[src/rtl/ascon_seq_pkg.sv]
// ---------------------------------------------------------------------------
// ascon_seq_pkg
// Shared definitions for the Ascon fault-countermeasure command sequencer:
//   state_t     - sequencer FSM states
//   cmd_mode_t  - host command encodings (cmd_mode port)
//   status_t    - response status encodings (rsp_status port)
// ---------------------------------------------------------------------------
package ascon_seq_pkg;

    typedef enum logic [2:0] {
        S_IDLE    = 3'd0,
        S_CLEAR   = 3'd1,
        S_ENC_RUN = 3'd2,
        S_DEC_RUN = 3'd3,
        S_RESP    = 3'd4
    } state_t;

    typedef enum logic [1:0] {
        MODE_ENC     = 2'b00,
        MODE_ENC_DEC = 2'b01,
        MODE_DEC     = 2'b10,
        MODE_RSVD    = 2'b11
    } cmd_mode_t;

    typedef enum logic [1:0] {
        ST_OK        = 2'b00,
        ST_AUTH_FAIL = 2'b01,
        ST_TIMEOUT   = 2'b10,
        ST_BAD_CMD   = 2'b11
    } status_t;

endpackage

[src/rtl/ascon_fc_sequencer.sv]
// ---------------------------------------------------------------------------
// ascon_fc_sequencer
// Command-level controller for the triplicated (fault-countermeasure) Ascon
// wrapper. Takes one host command at a time, clears the cores, runs
// encryption and/or decryption, and returns one status response.
//
// Ports:
//   clk, rst       single clock, synchronous active-high reset
//   cmd_valid/ready/mode   host command handshake (ready only in IDLE)
//   fc_rst         core reset to the FC wrapper (held during CLEAR)
//   fc_enc_start   encryption_start, registered
//   fc_dec_start   decryption_start, registered
//   fc_enc_ready, fc_dec_ready, fc_auth   sticky status from the FC wrapper
//   rsp_valid/ready/status response handshake
//   busy           high whenever the FSM is not in IDLE
//   op_count       number of responses accepted by the host (wraps)
//
// Optional feature: define ASCON_SEQ_WATCHDOG_EN to bound each wait for
// fc_enc_ready / fc_dec_ready to WDOG_LIMIT cycles (status TIMEOUT).
// ---------------------------------------------------------------------------
module ascon_fc_sequencer
    import ascon_seq_pkg::*;
#(
    parameter int CNT_W      = 16,
    parameter int CLR_CYCLES = 2,
    parameter int WDOG_LIMIT = 4096
) (
    input  logic             clk,
    input  logic             rst,
    input  logic             cmd_valid,
    output logic             cmd_ready,
    input  logic [1:0]       cmd_mode,
    output logic             fc_rst,
    output logic             fc_enc_start,
    output logic             fc_dec_start,
    input  logic             fc_enc_ready,
    input  logic             fc_dec_ready,
    input  logic             fc_auth,
    output logic             rsp_valid,
    input  logic             rsp_ready,
    output logic [1:0]       rsp_status,
    output logic             busy,
    output logic [CNT_W-1:0] op_count
);

    if (CLR_CYCLES < 1 || WDOG_LIMIT < 1 || CNT_W < 2 || CNT_W > 30 ||
        CLR_CYCLES > (1 << CNT_W) || WDOG_LIMIT > (1 << CNT_W)) begin : g_bad_params
        $error("ascon_fc_sequencer: illegal parameter combination");
    end

    state_t           r_state, w_next;
    cmd_mode_t        r_mode, w_mode_d;
    status_t          r_status, w_status_d;
    logic [CNT_W-1:0] r_clr_cnt, w_clr_cnt_d;
    logic [CNT_W-1:0] r_op_cnt;
    logic             r_fc_rst, r_enc_start, r_dec_start;
    logic             w_wdog_fire;

`ifdef ASCON_SEQ_WATCHDOG_EN
    logic [CNT_W-1:0] r_wdog;
    logic             w_in_run;

    assign w_in_run    = (r_state == S_ENC_RUN) || (r_state == S_DEC_RUN);
    // Fires on the WDOG_LIMIT-th cycle spent waiting; a ready seen on that
    // same cycle still wins.
    assign w_wdog_fire = (r_wdog == CNT_W'(WDOG_LIMIT - 1)) &&
                         (((r_state == S_ENC_RUN) && !fc_enc_ready) ||
                          ((r_state == S_DEC_RUN) && !fc_dec_ready));

    always_ff @(posedge clk) begin
        if (rst) begin
            r_wdog <= '0;
        end else if (w_in_run && (w_next == r_state)) begin
            r_wdog <= r_wdog + CNT_W'(1);
        end else begin
            r_wdog <= '0;
        end
    end
`else
    assign w_wdog_fire = 1'b0;
`endif

    // Next-state and next-register values
    always_comb begin
        w_next      = r_state;
        w_mode_d    = r_mode;
        w_status_d  = r_status;
        w_clr_cnt_d = r_clr_cnt;
        case (r_state)
            S_IDLE: begin
                if (cmd_valid) begin
                    w_mode_d    = cmd_mode_t'(cmd_mode);
                    w_clr_cnt_d = CNT_W'(CLR_CYCLES - 1);
                    if (cmd_mode_t'(cmd_mode) == MODE_RSVD) begin
                        w_next     = S_RESP;
                        w_status_d = ST_BAD_CMD;
                    end else begin
                        w_next = S_CLEAR;
                    end
                end
            end
            S_CLEAR: begin
                if (r_clr_cnt == '0) begin
                    w_next = (r_mode == MODE_DEC) ? S_DEC_RUN : S_ENC_RUN;
                end else begin
                    w_clr_cnt_d = r_clr_cnt - CNT_W'(1);
                end
            end
            S_ENC_RUN: begin
                if (fc_enc_ready) begin
                    if (r_mode == MODE_ENC_DEC) begin
                        w_next = S_DEC_RUN;
                    end else begin
                        w_next     = S_RESP;
                        w_status_d = ST_OK;
                    end
                end else if (w_wdog_fire) begin
                    w_next     = S_RESP;
                    w_status_d = ST_TIMEOUT;
                end
            end
            S_DEC_RUN: begin
                if (fc_dec_ready) begin
                    w_next     = S_RESP;
                    w_status_d = fc_auth ? ST_OK : ST_AUTH_FAIL;
                end else if (w_wdog_fire) begin
                    w_next     = S_RESP;
                    w_status_d = ST_TIMEOUT;
                end
            end
            S_RESP: begin
                if (rsp_ready) begin
                    w_next = S_IDLE;
                end
            end
            default: begin
                w_next = S_IDLE;
            end
        endcase
    end

    // Control registers
    always_ff @(posedge clk) begin
        if (rst) begin
            r_state     <= S_IDLE;
            r_status    <= ST_OK;
            r_fc_rst    <= 1'b1;
            r_enc_start <= 1'b0;
            r_dec_start <= 1'b0;
            r_op_cnt    <= '0;
        end else begin
            r_state     <= w_next;
            r_status    <= w_status_d;
            // High exactly while in CLEAR, plus a one-cycle pulse on timeout.
            r_fc_rst    <= (w_next == S_CLEAR) || w_wdog_fire;
            // Start rises one cycle after entering the run state and drops
            // on the edge the FSM leaves it.
            r_enc_start <= (r_state == S_ENC_RUN) && (w_next == S_ENC_RUN);
            r_dec_start <= (r_state == S_DEC_RUN) && (w_next == S_DEC_RUN);
            if ((r_state == S_RESP) && rsp_ready) begin
                r_op_cnt <= r_op_cnt + CNT_W'(1);
            end
        end
    end

    // Command data registers
    always_ff @(posedge clk) begin
        r_mode    <= w_mode_d;
        r_clr_cnt <= w_clr_cnt_d;
    end

    assign cmd_ready    = (r_state == S_IDLE);
    assign busy         = (r_state != S_IDLE);
    assign rsp_valid    = (r_state == S_RESP);
    assign rsp_status   = r_status;
    assign fc_rst       = r_fc_rst;
    assign fc_enc_start = r_enc_start;
    assign fc_dec_start = r_dec_start;
    assign op_count     = r_op_cnt;

endmodule
[config.mk]
export PLATFORM = sky130hd
export DESIGN_NAME = ascon_fc_sequencer
export DESIGN_NICKNAME = d
export VERILOG_FILES = /design/src/rtl/ascon_seq_pkg.sv /design/src/rtl/ascon_fc_sequencer.sv
export SDC_FILE = /design/constraint.sdc
export NUM_CORES = 1
export LEC_CHECK = 0
export ABC_AREA = 1
export CAP_MARGIN = 20
export CORE_MARGIN = 2
export CORE_UTILIZATION = 40
export CTS_CLUSTER_SIZE = 8
export DETAILED_ROUTE_END_ITERATION = 16
export GPL_ROUTABILITY_DRIVEN = 0
export HOLD_SLACK_MARGIN = 0.05
export PLACE_DENSITY = 0.62
export SETUP_SLACK_MARGIN = 0.2
export SLEW_MARGIN = 40
export SYNTH_ARGS = -nofsm -noshare
export SYNTH_HDL_FRONTEND = slang
export SYNTH_SLANG_ARGS = --single-unit
[constraint.sdc]
create_clock -name clk -period 4.8 [get_ports clk]
set_clock_uncertainty 0.05 [all_clocks]
set_input_delay 1.2 -clock clk [delete_from_list [all_inputs] [get_ports clk]]
set_output_delay 1.2 -clock clk [all_outputs]
set_load 0.1 [all_outputs]
; ---- Word-level counts from Yosys, hierarchy flattened
; Cells that the tools add are included.
[totals]
regBits = 42
input_bits = 9
output_inout_bits = 24
word_cells = 56
[op_classes]
addsub = 2
eq_ne = 16
n_mux = 19
reduce_logical = 11
[op_table]
columns = cell, n
row1 = two-way mux 16 bit, 2
row2 = case mux 16 bit (2 select lines), 1
row3 = two-way mux 3 bit, 7
row4 = "adder 16 x 1 -> 16 bit, second input constant", 1
row5 = zero test 16 bit, 1
row6 = "subtractor 16 x 1 -> 16 bit, second input constant", 1
row7 = case mux 3 bit (5 select lines), 1
row8 = "equality test 3 x 2 -> 1 bit, second input constant", 4
row9 = two-way mux 2 bit, 5
row10 = "!= test 2 bit, second input constant", 5
row11 = "equality test 3 x 1 -> 1 bit, second input constant", 2
row12 = case mux 2 bit (3 select lines), 1
row13 = AND reduction 6 bit, 1
row14 = nonzero test 3 bit, 2
row15 = "equality test 2 bit, second input constant", 2
row16 = "equality test 3 bit, second input constant", 1
row17 = logical AND 1 bit, 3
row18 = zero test 3 bit, 1
row19 = AND reduction 3 bit, 1
row20 = "equality test 2 x 1 -> 1 bit, second input constant", 1
row21 = two-way mux 1 bit, 2
row22 = "!= test 2 x 1 -> 1 bit, second input constant", 1
row23 = AND reduction 2 bit, 1
row24 = nonzero test 2 bit, 1

; ---- Longest topological paths before layout
[logic_depth]
depth_word = 6
mapped_depth = 11
mapped_depth_nobuf = 10

; ---- Worst setup path before layout
; OpenSTA, ideal clock, no wires.
[synth_timing]
kind = register to output
startpoint = register r_state[1]
endpoint = output cmd_ready
t_arrival_ps = 1970
t_required_ps = 3550
slack_ps = 1580
stages_incl_launch_ff = 4
n_path_buf = 0
cell_sequence = dfxtp_1 nor2_4 nand2_1 inv_1
[synth_via]
elab_chain_cells = 1
[synth_rtl]
columns = element, line
row1 = start: declaration, ascon_fc_sequencer.sv:51  ; state_t r_state, w_next;
row2 = start signal: assignment, ascon_fc_sequencer.sv:152  ; r_state <= w_next;
row3 = zero test 3 bit, ascon_fc_sequencer.sv:172  ; assign cmd_ready = (r_state == S_IDLE);
row4 = end: declaration, ascon_fc_sequencer.sv:31  ; output logic cmd_ready,
; No other way between the ends.

; ---- Worst setup path after layout
[layout_timing]
startpoint = input cmd_valid
endpoint = register r_clr_cnt[1], enable pin
[layout_via]
elab_chain_cells = 2
[layout_rtl]
columns = element, line
row1 = start: declaration, ascon_fc_sequencer.sv:30  ; input logic cmd_valid,
row2 = != test 2 bit (no line), -
row3 = AND reduction 3 bit (no line), -
row4 = end signal: assignment, ascon_fc_sequencer.sv:169  ; r_clr_cnt <= w_clr_cnt_d;
row5 = end: declaration, ascon_fc_sequencer.sv:54  ; logic [CNT_W-1:0] r_clr_cnt, w_clr_cnt_d;
; No other way between the ends.
; A chain may end at the register's enable or synchronous reset.

==> results.py <==
metrics = {
    "status": {
        "status": "completed",
    },
    "cts": {
        "cts_hold_buffers": 0,
        "clk_latency_ns": 0.30,
        "clkSlewWorstSetupHoldPaths_ns": 0.09,
        "cts_resized": 0,
        "htree_levels": 2,
        "numCtsBuffers": 5,
        "clockBufferDepth": 2,
        "clock_sinks": 42,
        "cts_tree": "done",
        "post-cts-setup-buffers": 0,
        "root_buffer": "clkbuf_8",
    },
    "placed_design": {
        "place.port_buffers": 32,
        "hpwl_um": 3749,
        "dpl_cell_area_um2": 2592,
        "dp_cells": 426,
    },
    "drt": {
        "drc": 0,
        "antenna_left": 0,
        "drt_wl_total_um": 4861,
        "dr_wl_met2_um": 2233,
        "routedWlPerCell_um": 11.20,
        "vias": 2071,
        "avgViaCountPerCell": 4.772,
        "highest_layer": "met4",
        "dr.pass1.iters": 4,
        "routedLengthMet1_um": 2371,
        "wl_met3_um": 222,
        "first_iter_violations": 74,
    },
    "final_layout": {
        "drive_above_1_share": 0.1271,
        "final_common_cell": "nand2_1",
        "area_delta_synth_final_pct": 15.40,
        "final_cells": 434,
        "diodes": 0,
        "fin_util": 0.4810,
        "finalNetCount": 373,
        "fillers": 578,
        "final_cell_mix": "nand2_1 (83), nor2_1 (65), inv_1 (44)",
        "fin_area_um2": 2681,
    },
    "synth": {
        "synthesis.area_um2": 2323,
        "yosysTopAreaCellShare": 0.2326,
        "synth_area_leaders": "edfxtp_1 (23%), dfxtp_1 (21%), nand2_1 (13%)",
        "syn-num-nets": 337,
        "yosys_register_bits": 42,
        "synth_mux_area_frac": 0,
        "synth_top_family_by_area": "simple AND/OR/NAND/NOR gates",
        "synth_fa_ha_area_frac": 0.01616,
        "avgSynthCellArea_um2": 7.149,
        "yosysUniqueCellTypes": 27,
        "synth_compound_area_frac": 0.08131,
        "synth-xor-area-share": 0.01131,
        "yosys_warnings": 0,
        "synth_top_area_cell": "edfxtp_1",
        "yosys.area_share.simple": 0.3700,
        "seq_area_frac_synth": 0.4394,
        "netlist_instances": 325,
    },
    "power": {
        "p_sw_uw": 269.6,
        "ir_drop_mv": 0.1292,
        "clockPowerShare": 0.282,
        "pwr-share-comb": 0.194,
        "p_sw_frac": 0.3289,
        "pwr_density_cell_nw_per_um2": 305.7,
        "power_uw": 819.7,
        "leakage_nw": 1.116,
        "p_seq_frac": 0.524,
        "internal_power_uw": 550.1,
    },
    "critical_path": {
        "end_kind": "register",
        "cp.required_ns": 4.68,
        "rrSetupSlack_ns": 2.72,
        "cp-start-kind": "input port",
        "cp.arrival_ns": 2.75,
        "crit_type": "input port to register",
        "critPathMaxFanout": 16,
    },
    "timing": {
        "rsz0062_at_grt": "no",
        "final.min_clock_period_ns": 2.877,
        "worst_slew_pin_slew_ns": 0.6842,
        "max-slew-margin-rel": 0.5428,
        "min_period_over_period": 0.5993,
        "max_freq_mhz": 347.6,
        "finalSetupViolations": 0,
        "slew_violations": 0,
        "setup_tns_ns": 0,
        "hold_viol": 0,
    },
    "worst_hold_path": {
        "hold_path_class": "register to register",
    },
    "floorplanning": {
        "num_rows": 27,
        "design.portCount": 33,
        "start_util": 0.4168,
        "die_h_um": 80.22,
        "die_w_um": 80.22,
        "coreArea_um2": 5574,
        "die-area_um2": 6434,
    },
    "global_routing": {
        "grt_max_degree": 17,
        "antenna_found_initial": 0,
        "gr-total-overflow": 0,
        "grt_pass1_wl_um": 8576,
        "grt_pass1_vias": 1910,
        "grtUsageTotal": 0.1686,
    },
    "run": {
        "maxCapViolations": 0,
    },
}
-- layer usage --
layer  GRT usage  vias to the layer above
met2      0.2742                       44
li1            -                     1114
met4     0.04407                        0
met3     0.04157                        4
met5           0                        -
met1      0.2237                      909
-- final timing paths --
path | to | cells after the start | startpoint
worst min-delay path | op_count[8]$_SDFFE_PP0P_ | 2 | op_count[8]$_SDFFE_PP0P_
worst max-delay path | r_clr_cnt[1]$_SDFFCE_PN0P_ | 5 | cmd_valid
worst max register to register | r_clr_cnt[1]$_SDFFCE_PN0P_ | 4 | r_state[0]$_SDFF_PP0_
worst min register to register | op_count[8]$_SDFFE_PP0P_ | 2 | op_count[8]$_SDFFE_PP0P_
-- worst max-delay path, stage by stage --
cell and delay, ns:
clkdlybuf4s50_1 0.48, nand2_1 0.07, nor3_1 0.37, inv_1 0.09, nand2_1 0.53
-- synth_stat cells --
master    count
nand2_1      83
nor2_1       65
inv_1        44
dfxtp_1      24
a21oi_1      22
nand3_1      21
edfxtp_1     18
o21ai_0      11
nand4_1       6
ha_1          3
nor2_4        3
or2_2         3
clkbuf_1      2
nor2_2        2
nor3_1        2
nor3_2        2
nor3b_1       2
o21bai_1      2
xnor2_1       2
a41oi_1       1
clkbuf_8      1
inv_2         1
nand3_2       1
nand3_4       1
nand3b_1      1
nor3_4        1
xor2_1        1
-- sequential cells by signal (all words and copies together) (netlist names) --
register / count
r_clr_cnt: 16
r_state: 3
op_count: 16
fc_enc_start: 1
r_mode: 2
rsp_status: 2
fc_dec_start: 1
fc_rst: 1
-- final cells by class --
type | instances | area, um2 | share of cell area
Timing Repair Buffer | 32 | 200.2 | 0.07466
Clock inverter | 3 | 20.02 | 0.007466
Tap cell | 72 | 90.09 | 0.03360
Sequential cell | 42 | 1021 | 0.3808
Inverter | 45 | 168.9 | 0.06300
Multi-Input combinational cell | 235 | 1112 | 0.4148
Clock buffer | 5 | 68.82 | 0.02566
-- power by group through the flow --
stage / sequential [mW] / combinational (mW) / clock, mW
after global placement: 0.437 / 0.165 / 0
after detailed placement: 0.438 / 0.159 / 0
after floorplan: 0.452 / 0.107 / 0
after global routing: 0.434 / 0.179 / 0.255
after CTS: 0.429 / 0.160 / 0.240
final: 0.429 / 0.159 / 0.231
-- cells by family (layout without fill, tap and decap cells) --
logic type | count (synthesis) | count (layout)
AND/OR/NAND/NOR | 193 | 193
buffers and inverters | 48 | 85
flip-flops | 42 | 42
AO/OA/AOI/OAI | 36 | 36
adder cells (fa/ha/maj) | 3 | 3
XOR/XNOR | 3 | 3
-- per-stage QoR --
step / setup WS [ns] / hold slack, ns
after floorplan: 1.580 / 0.5026
after global placement: 1.616 / 0.4301
after detailed placement: 1.577 / 0.4298
after CTS: 1.892 / 0.4435
after global routing: 1.742 / 0.4680
final: 1.923 / 0.4401
Note: power is estimated with default switching activity, not from simulation.
